## src/rtl/axis_info_pkt_mux_if.sv

```systemverilog
// AXI-Stream link bundle (32-bit data, tlast) used on both sides of the info packet mux.
interface axis_info_pkt_mux_if;
  logic [31:0] tdata;
  logic        tlast;
  logic        tvalid;
  logic        tready;

  modport master (output tdata, output tlast, output tvalid, input tready);
  modport slave  (input tdata, input tlast, input tvalid, output tready);
endinterface

```

## src/rtl/axis_info_pkt_mux.sv

```systemverilog
// Drains the Zynq TX FIFO onto the ASIC link stream and inserts 4-word info packets between frames.
// States: IDLE | packet boundary, one-cycle decision; PASS | forwarding a Zynq frame; INFO | emitting info words 0..3
module axis_info_pkt_mux #(
  parameter logic [7:0] INFO_MAGIC   = 8'hA5,
  parameter logic [7:0] INFO_VERSION = 8'h01
) (
  input  logic                       clk,
  input  logic                       rst,
  axis_info_pkt_mux_if.slave         s_axis,
  axis_info_pkt_mux_if.master        m_axis,
  input  logic                       info_req,
  output logic                       info_sent,
  output logic                       busy
);

  typedef enum logic [1:0] {
    IDLE = 2'd0,
    PASS = 2'd1,
    INFO = 2'd2
  } state_t;

  state_t      state_q, state_d;
  logic [1:0]  info_idx_q, info_idx_d;
  logic        pending_q;
  logic [31:0] timestamp_q;
  logic [31:0] frame_cnt_q;
  logic [31:0] word_cnt_q;
  logic [15:0] seq_q;
  logic [31:0] snap_ts_q;
  logic [31:0] snap_frames_q;
  logic [31:0] snap_words_q;

  logic [31:0] out_data_q;
  logic        out_last_q;
  logic        out_valid_q;
  logic        out_info_q;

  logic        slot_free;
  logic        in_fire;
  logic        take_info;
  logic        load;
  logic [31:0] load_data;
  logic        load_last;
  logic        load_info;
  logic        seq_inc;
  logic [31:0] info_word;

  // The output register may be refilled when it is empty or its word leaves this cycle.
  assign slot_free     = !out_valid_q || m_axis.tready;
  assign s_axis.tready = (state_q == PASS) && slot_free;
  assign in_fire       = s_axis.tvalid && s_axis.tready;

  assign m_axis.tdata  = out_data_q;
  assign m_axis.tlast  = out_last_q;
  assign m_axis.tvalid = out_valid_q;

  assign info_sent = out_valid_q && m_axis.tready && out_last_q && out_info_q;
  assign busy      = (state_q != IDLE);

  always_comb begin
    case (info_idx_q)
      2'd0:    info_word = {INFO_MAGIC, INFO_VERSION, seq_q};
      2'd1:    info_word = snap_ts_q;
      2'd2:    info_word = snap_frames_q;
      default: info_word = snap_words_q;
    endcase
  end

  always_comb begin
    state_d    = state_q;
    info_idx_d = info_idx_q;
    take_info  = 1'b0;
    load       = 1'b0;
    load_data  = s_axis.tdata;
    load_last  = s_axis.tlast;
    load_info  = 1'b0;
    seq_inc    = 1'b0;
    case (state_q)
      IDLE: begin
        if (pending_q) begin
          state_d    = INFO;
          take_info  = 1'b1;
          info_idx_d = 2'd0;
        end else if (s_axis.tvalid) begin
          state_d = PASS;
        end
      end
      PASS: begin
        if (in_fire) begin
          load = 1'b1;
          if (s_axis.tlast) state_d = IDLE;
        end
      end
      INFO: begin
        if (slot_free) begin
          load       = 1'b1;
          load_data  = info_word;
          load_last  = (info_idx_q == 2'd3);
          load_info  = 1'b1;
          info_idx_d = info_idx_q + 2'd1;
          if (info_idx_q == 2'd3) begin
            state_d = IDLE;
            seq_inc = 1'b1;
          end
        end
      end
      default: state_d = IDLE;
    endcase
  end

  always_ff @(posedge clk or posedge rst) begin
    if (rst) begin
      state_q    <= IDLE;
      info_idx_q <= 2'd0;
    end else begin
      state_q    <= state_d;
      info_idx_q <= info_idx_d;
    end
  end

  // A request arriving in the same cycle the packet is taken starts a fresh pending request.
  always_ff @(posedge clk or posedge rst) begin
    if (rst) pending_q <= 1'b0;
    else     pending_q <= (pending_q && !take_info) || info_req;
  end

  always_ff @(posedge clk or posedge rst) begin
    if (rst) begin
      timestamp_q <= 32'd0;
      word_cnt_q  <= 32'd0;
      frame_cnt_q <= 32'd0;
      seq_q       <= 16'd0;
    end else begin
      timestamp_q <= timestamp_q + 32'd1;
      if (in_fire)                  word_cnt_q  <= word_cnt_q + 32'd1;
      if (in_fire && s_axis.tlast)  frame_cnt_q <= frame_cnt_q + 32'd1;
      if (seq_inc)                  seq_q       <= seq_q + 16'd1;
    end
  end

  always_ff @(posedge clk or posedge rst) begin
    if (rst) begin
      snap_ts_q     <= 32'd0;
      snap_frames_q <= 32'd0;
      snap_words_q  <= 32'd0;
    end else if (take_info) begin
      snap_ts_q     <= timestamp_q;
      snap_frames_q <= frame_cnt_q;
      snap_words_q  <= word_cnt_q;
    end
  end

  always_ff @(posedge clk or posedge rst) begin
    if (rst) begin
      out_data_q  <= 32'd0;
      out_last_q  <= 1'b0;
      out_valid_q <= 1'b0;
      out_info_q  <= 1'b0;
    end else if (load) begin
      out_data_q  <= load_data;
      out_last_q  <= load_last;
      out_valid_q <= 1'b1;
      out_info_q  <= load_info;
    end else if (slot_free) begin
      out_valid_q <= 1'b0;
    end
  end

endmodule

```

## src/flat_wrapper.sv

```systemverilog
// flat-port wrapper written by rule: the top's interface ports become plain ports
module axis_info_pkt_mux_flat 
#(
  parameter logic [7:0] INFO_MAGIC   = 8'hA5,
  parameter logic [7:0] INFO_VERSION = 8'h01
)
  (clk, rst, info_req, info_sent, busy, s_axis_tdata, s_axis_tlast, s_axis_tvalid, s_axis_tready, m_axis_tdata, m_axis_tlast, m_axis_tvalid, m_axis_tready);
  axis_info_pkt_mux_if s_axis_i ();
  axis_info_pkt_mux_if m_axis_i ();
  input  logic clk;
  input  logic rst;
  input  logic info_req;
  output logic info_sent;
  output logic busy;
  input wire logic [$bits(s_axis_i.tdata)-1:0] s_axis_tdata;
  input wire logic [$bits(s_axis_i.tlast)-1:0] s_axis_tlast;
  input wire logic [$bits(s_axis_i.tvalid)-1:0] s_axis_tvalid;
  output wire logic [$bits(s_axis_i.tready)-1:0] s_axis_tready;
  output wire logic [$bits(m_axis_i.tdata)-1:0] m_axis_tdata;
  output wire logic [$bits(m_axis_i.tlast)-1:0] m_axis_tlast;
  output wire logic [$bits(m_axis_i.tvalid)-1:0] m_axis_tvalid;
  input wire logic [$bits(m_axis_i.tready)-1:0] m_axis_tready;
  assign s_axis_i.tdata = s_axis_tdata;
  assign s_axis_i.tlast = s_axis_tlast;
  assign s_axis_i.tvalid = s_axis_tvalid;
  assign s_axis_tready = s_axis_i.tready;
  assign m_axis_tdata = m_axis_i.tdata;
  assign m_axis_tlast = m_axis_i.tlast;
  assign m_axis_tvalid = m_axis_i.tvalid;
  assign m_axis_i.tready = m_axis_tready;
  axis_info_pkt_mux #(.INFO_MAGIC(INFO_MAGIC), .INFO_VERSION(INFO_VERSION)) u_core (.clk(clk), .rst(rst), .s_axis(s_axis_i), .m_axis(m_axis_i), .info_req(info_req), .info_sent(info_sent), .busy(busy));
endmodule
```

## config.mk

```make
export PLATFORM = sky130hd
export DESIGN_NAME = axis_info_pkt_mux_flat
export DESIGN_NICKNAME = d
export VERILOG_FILES = /design/src/rtl/axis_info_pkt_mux_if.sv /design/src/rtl/axis_info_pkt_mux.sv /design/src/flat_wrapper.sv
export SDC_FILE = /design/constraint.sdc
export NUM_CORES = 1
export LEC_CHECK = 0
export CAP_MARGIN = 15
export CORE_ASPECT_RATIO = 0.6
export CORE_UTILIZATION = 40
export CTS_CLUSTER_DIAMETER = 30
export DETAILED_ROUTE_END_ITERATION = 10
export PLACE_DENSITY = 0.66
export SLEW_MARGIN = 20
export SYNTH_ARGS = -nofsm -noshare
export SYNTH_HDL_FRONTEND = slang
export SYNTH_SLANG_ARGS = --single-unit
```

## constraint.sdc

```tcl
create_clock -name clk -period 10.1 [get_ports clk]
set_clock_uncertainty 0.05 [all_clocks]
set_input_delay 2.02 -clock clk [delete_from_list [all_inputs] [get_ports clk]]
set_output_delay 2.02 -clock clk [all_outputs]
set_load 0.01 [all_outputs]
```

==> metrics <==
R2R Setup Slk 7.48 ns; Cell Rows 47; status finished clean; via count 7827; DR WL met3 1350 um; CTS root buf clkbuf_16; Tcrit/Tclk final 56.5%; worst hold endpoint u_core.timestamp_q[31]$_DFF_PP0_; Filler cells 2442; total track usage 19.3%; combinational power share 26.7%; Worst Slack Setup Final 4.39 ns; Final Setup Violations 0; most common cell after layout, fill and taps aside dfrtp_1; CP Class in -> out; clk buf depth 3; GRT Residual Overflow 0; yosys warns 0; CP Max Fanout 10; Hold Crit Class reg -> reg; most frequent cells in the layout dfrtp_1, mux2_2, xnor2_1, clkdlybuf4s50_1, nand2_1; Die Height 132 um; final wirelength 26800 um; Largest stage delay, worst path 0.55 ns; Int Power 0.00231 W; Vias/cell 5.49; total power 0.00340 W; post-synthesis cell count 965; # Max-Cap Violations 0; synthesized cell area 0.0112 sq mm; Die Area 0.0288 sq mm; terminus of the critical flop-to-flop path u_core.snap_frames_q[28]$_DFFE_PP0P_; setup_tns 0 ns; clk_lat worst skew 0.51 ns; Pleak 6.13 nW; WHS 0.422 ns; min Tclk post-route 5.71 ns; Clk pin slew, worst setup/hold paths 0.06 ns; Synth top area share 55.2%; switching portion of total power 32.0%; CTS H-tree lvls 2; Hold Crit Depth 1; Ports 75; Starting DRT DRC Count 666; Worst-Margin Slew 0.992 ns; Starting Density 40.7%; Worst Path Arrival 3.64 ns; RSZ-0062 raised after global routing no; Slew Limit Headroom 33.4%; Seq/Total Area, Yosys 55.2%; CORE AREA 0.0276 sq mm; CP required 8.03 ns; Crit-path slowest cell clkdlybuf4s50_1; ys flop type dfrtp_1; die width 218 um; ys async rst share 100%; peak supply drop 139 uV; Post-synth EDFFs 0; worst hold start u_core.timestamp_q[31]$_DFF_PP0_; CTS buffer count 35; synthesis-stage register bit count 248; distinct cell type count after synthesis 43; Slew Viols, Final 0; Metal-1 WL 13500 um; Crit Reg-Reg Startpoint u_core.state_q[1]$_DFFE_PP0P_; Final nets 1082; Critical Path Start Type input port; Worst R2R Path Depth 5; fmax 175 MHz; TritonCTS clock tree built; drt drc 0; Post-CTS Setup Bufs 0; TritonRoute pass-1 iters 4; clock share of power 37.6%; total nets after synthesis 1014; Top Layer Used met4; main area contributors after synthesis dfrtp_1, mux2_2, xnor2_1; layout cell share with drive strength beyond 1 17.5%; met2 wire length 11500 um; routability cong. 0.815; Reg power frac 35.7%; Hold-fix buffers, CTS 0; pwr dens 251 mW/mm^2; Switch Pwr 0.00109 W; IO buf count 74; largest net degree at the start of global routing 128; CP dominant cell by count clkdlybuf4s50_1; HPWL after DPL 17700 um; WL per Instance 18.8 um; final hold violation count 0; Sink Count 248; post-synth top area cell dfrtp_1; crit-path cells clkdlybuf4s50_1, nand2b_1, and2_1, clkdlybuf4s50_1; post-CTS sizing 0; antenna cells 0; Detail Route Antenna Nets 0; initial antenna violation count 0; vias in the first global route 7886; Avg Inst Size Synth 11.6 sq um; Place WS 4.42 ns; CP Capture Type output pin; Layout area overhead 20.4%; global-route wire length before repair 44100 um
==> kinds of logic (layout without fill, tap and decap cells) <==
group	after synthesis	in the layout	synth area share [%]
DFF	248	248	55.2
AOI/OAI and AO/OA	148	148	9.04
buffers and inverters	75	168	2.85
xor gates and xnor gates	107	107	8.34
and+or+nand+nor	285	285	14.2
adders and majority gates	11	11	1.23
muxes	91	91	9.12
==> per-layer routing <==
metal / up-vias / track usage, %
li1: 3645 / -
met1: 3950 / 29.8
met2: 191 / 27.8
met3: 41 / 4.06
met4: 0 / 3.96
met5: - / 0
==> state kept, by name, indices dropped and copies added, names as in the netlist, 2 cells and up <==
name                  count
u_core.state_q            2
u_core.seq_q             16
u_core.m_axis.tdata      32
u_core.frame_cnt_q       32
u_core.snap_words_q      32
u_core.snap_ts_q         32
u_core.word_cnt_q        32
u_core.timestamp_q       32
u_core.info_idx_q         2
u_core.snap_frames_q     32
==> critical path, delay by kind of cell <==
family,cells,cell delay (ns)
buf+inv,2,1.08
simple gates,2,0.54
==> power by group through the flow <==
stage          combinational [W]  clock, W  sequential (W)
2_1_floorplan           0.000537         0         0.00124
3_3_place_gp            0.000900         0         0.00123
3_5_place_dp            0.000914         0         0.00123
4_1_cts                 0.000918   0.00130         0.00121
5_1_grt                 0.000996   0.00135         0.00123
6_report                0.000908   0.00128         0.00121
==> cell usage after synthesis (8+ instances only) <==
library cell,instances
xor2_1,29
inv_1,19
xnor2_1,78
nor2_1,49
o211ai_1,34
a221o_1,16
ha_1,11
clkbuf_1,41
a222oi_1,16
nor3_1,17
a21oi_1,56
and3_1,14
nand2_1,71
nand3_1,40
dfrtp_1,248
and4_1,14
nand4_1,44
o21ai_0,12
a31oi_1,8
mux2_2,91
==> stage by stage <==
step                      util, %  cell area, sq um  std cells
after floorplan                 -             11200        965
after global placement       44.6             12300       1363
after detailed placement     44.6             12300       1363
after CTS                    49.1             13500       1425
after global routing         49.1             13500       1425
final                        49.1             13500       1425
==> layout make-up <==
type	count	area [sq um]	share of cell area, %
Timing Repair Buffer	87	838	6.20
Clock buffer	37	893	6.60
Clock inverter	25	325	2.40
Multi-Input combinational cell	642	4730	35.0
Tap cell	367	459	3.39
Inverter	19	78.8	0.583
Sequential cell	248	6210	45.9
==> how the worst max path moves through the flow <==
stage / from / to / slack, ns / depth (start not counted)
finish: m_axis_tready / s_axis_tready / 4.39 / 4
global route: m_axis_tready / s_axis_tready / 4.30 / 4
CTS: m_axis_tready / s_axis_tready / 4.40 / 4
detailed placement: m_axis_tready / s_axis_tready / 4.42 / 4
global placement: m_axis_tready / s_axis_tready / 4.39 / 4
floorplan: rst / u_core.frame_cnt_q[0]$_DFFE_PP0P_ / 1.22 / 1
Note: power is estimated with default switching activity, not from simulation.
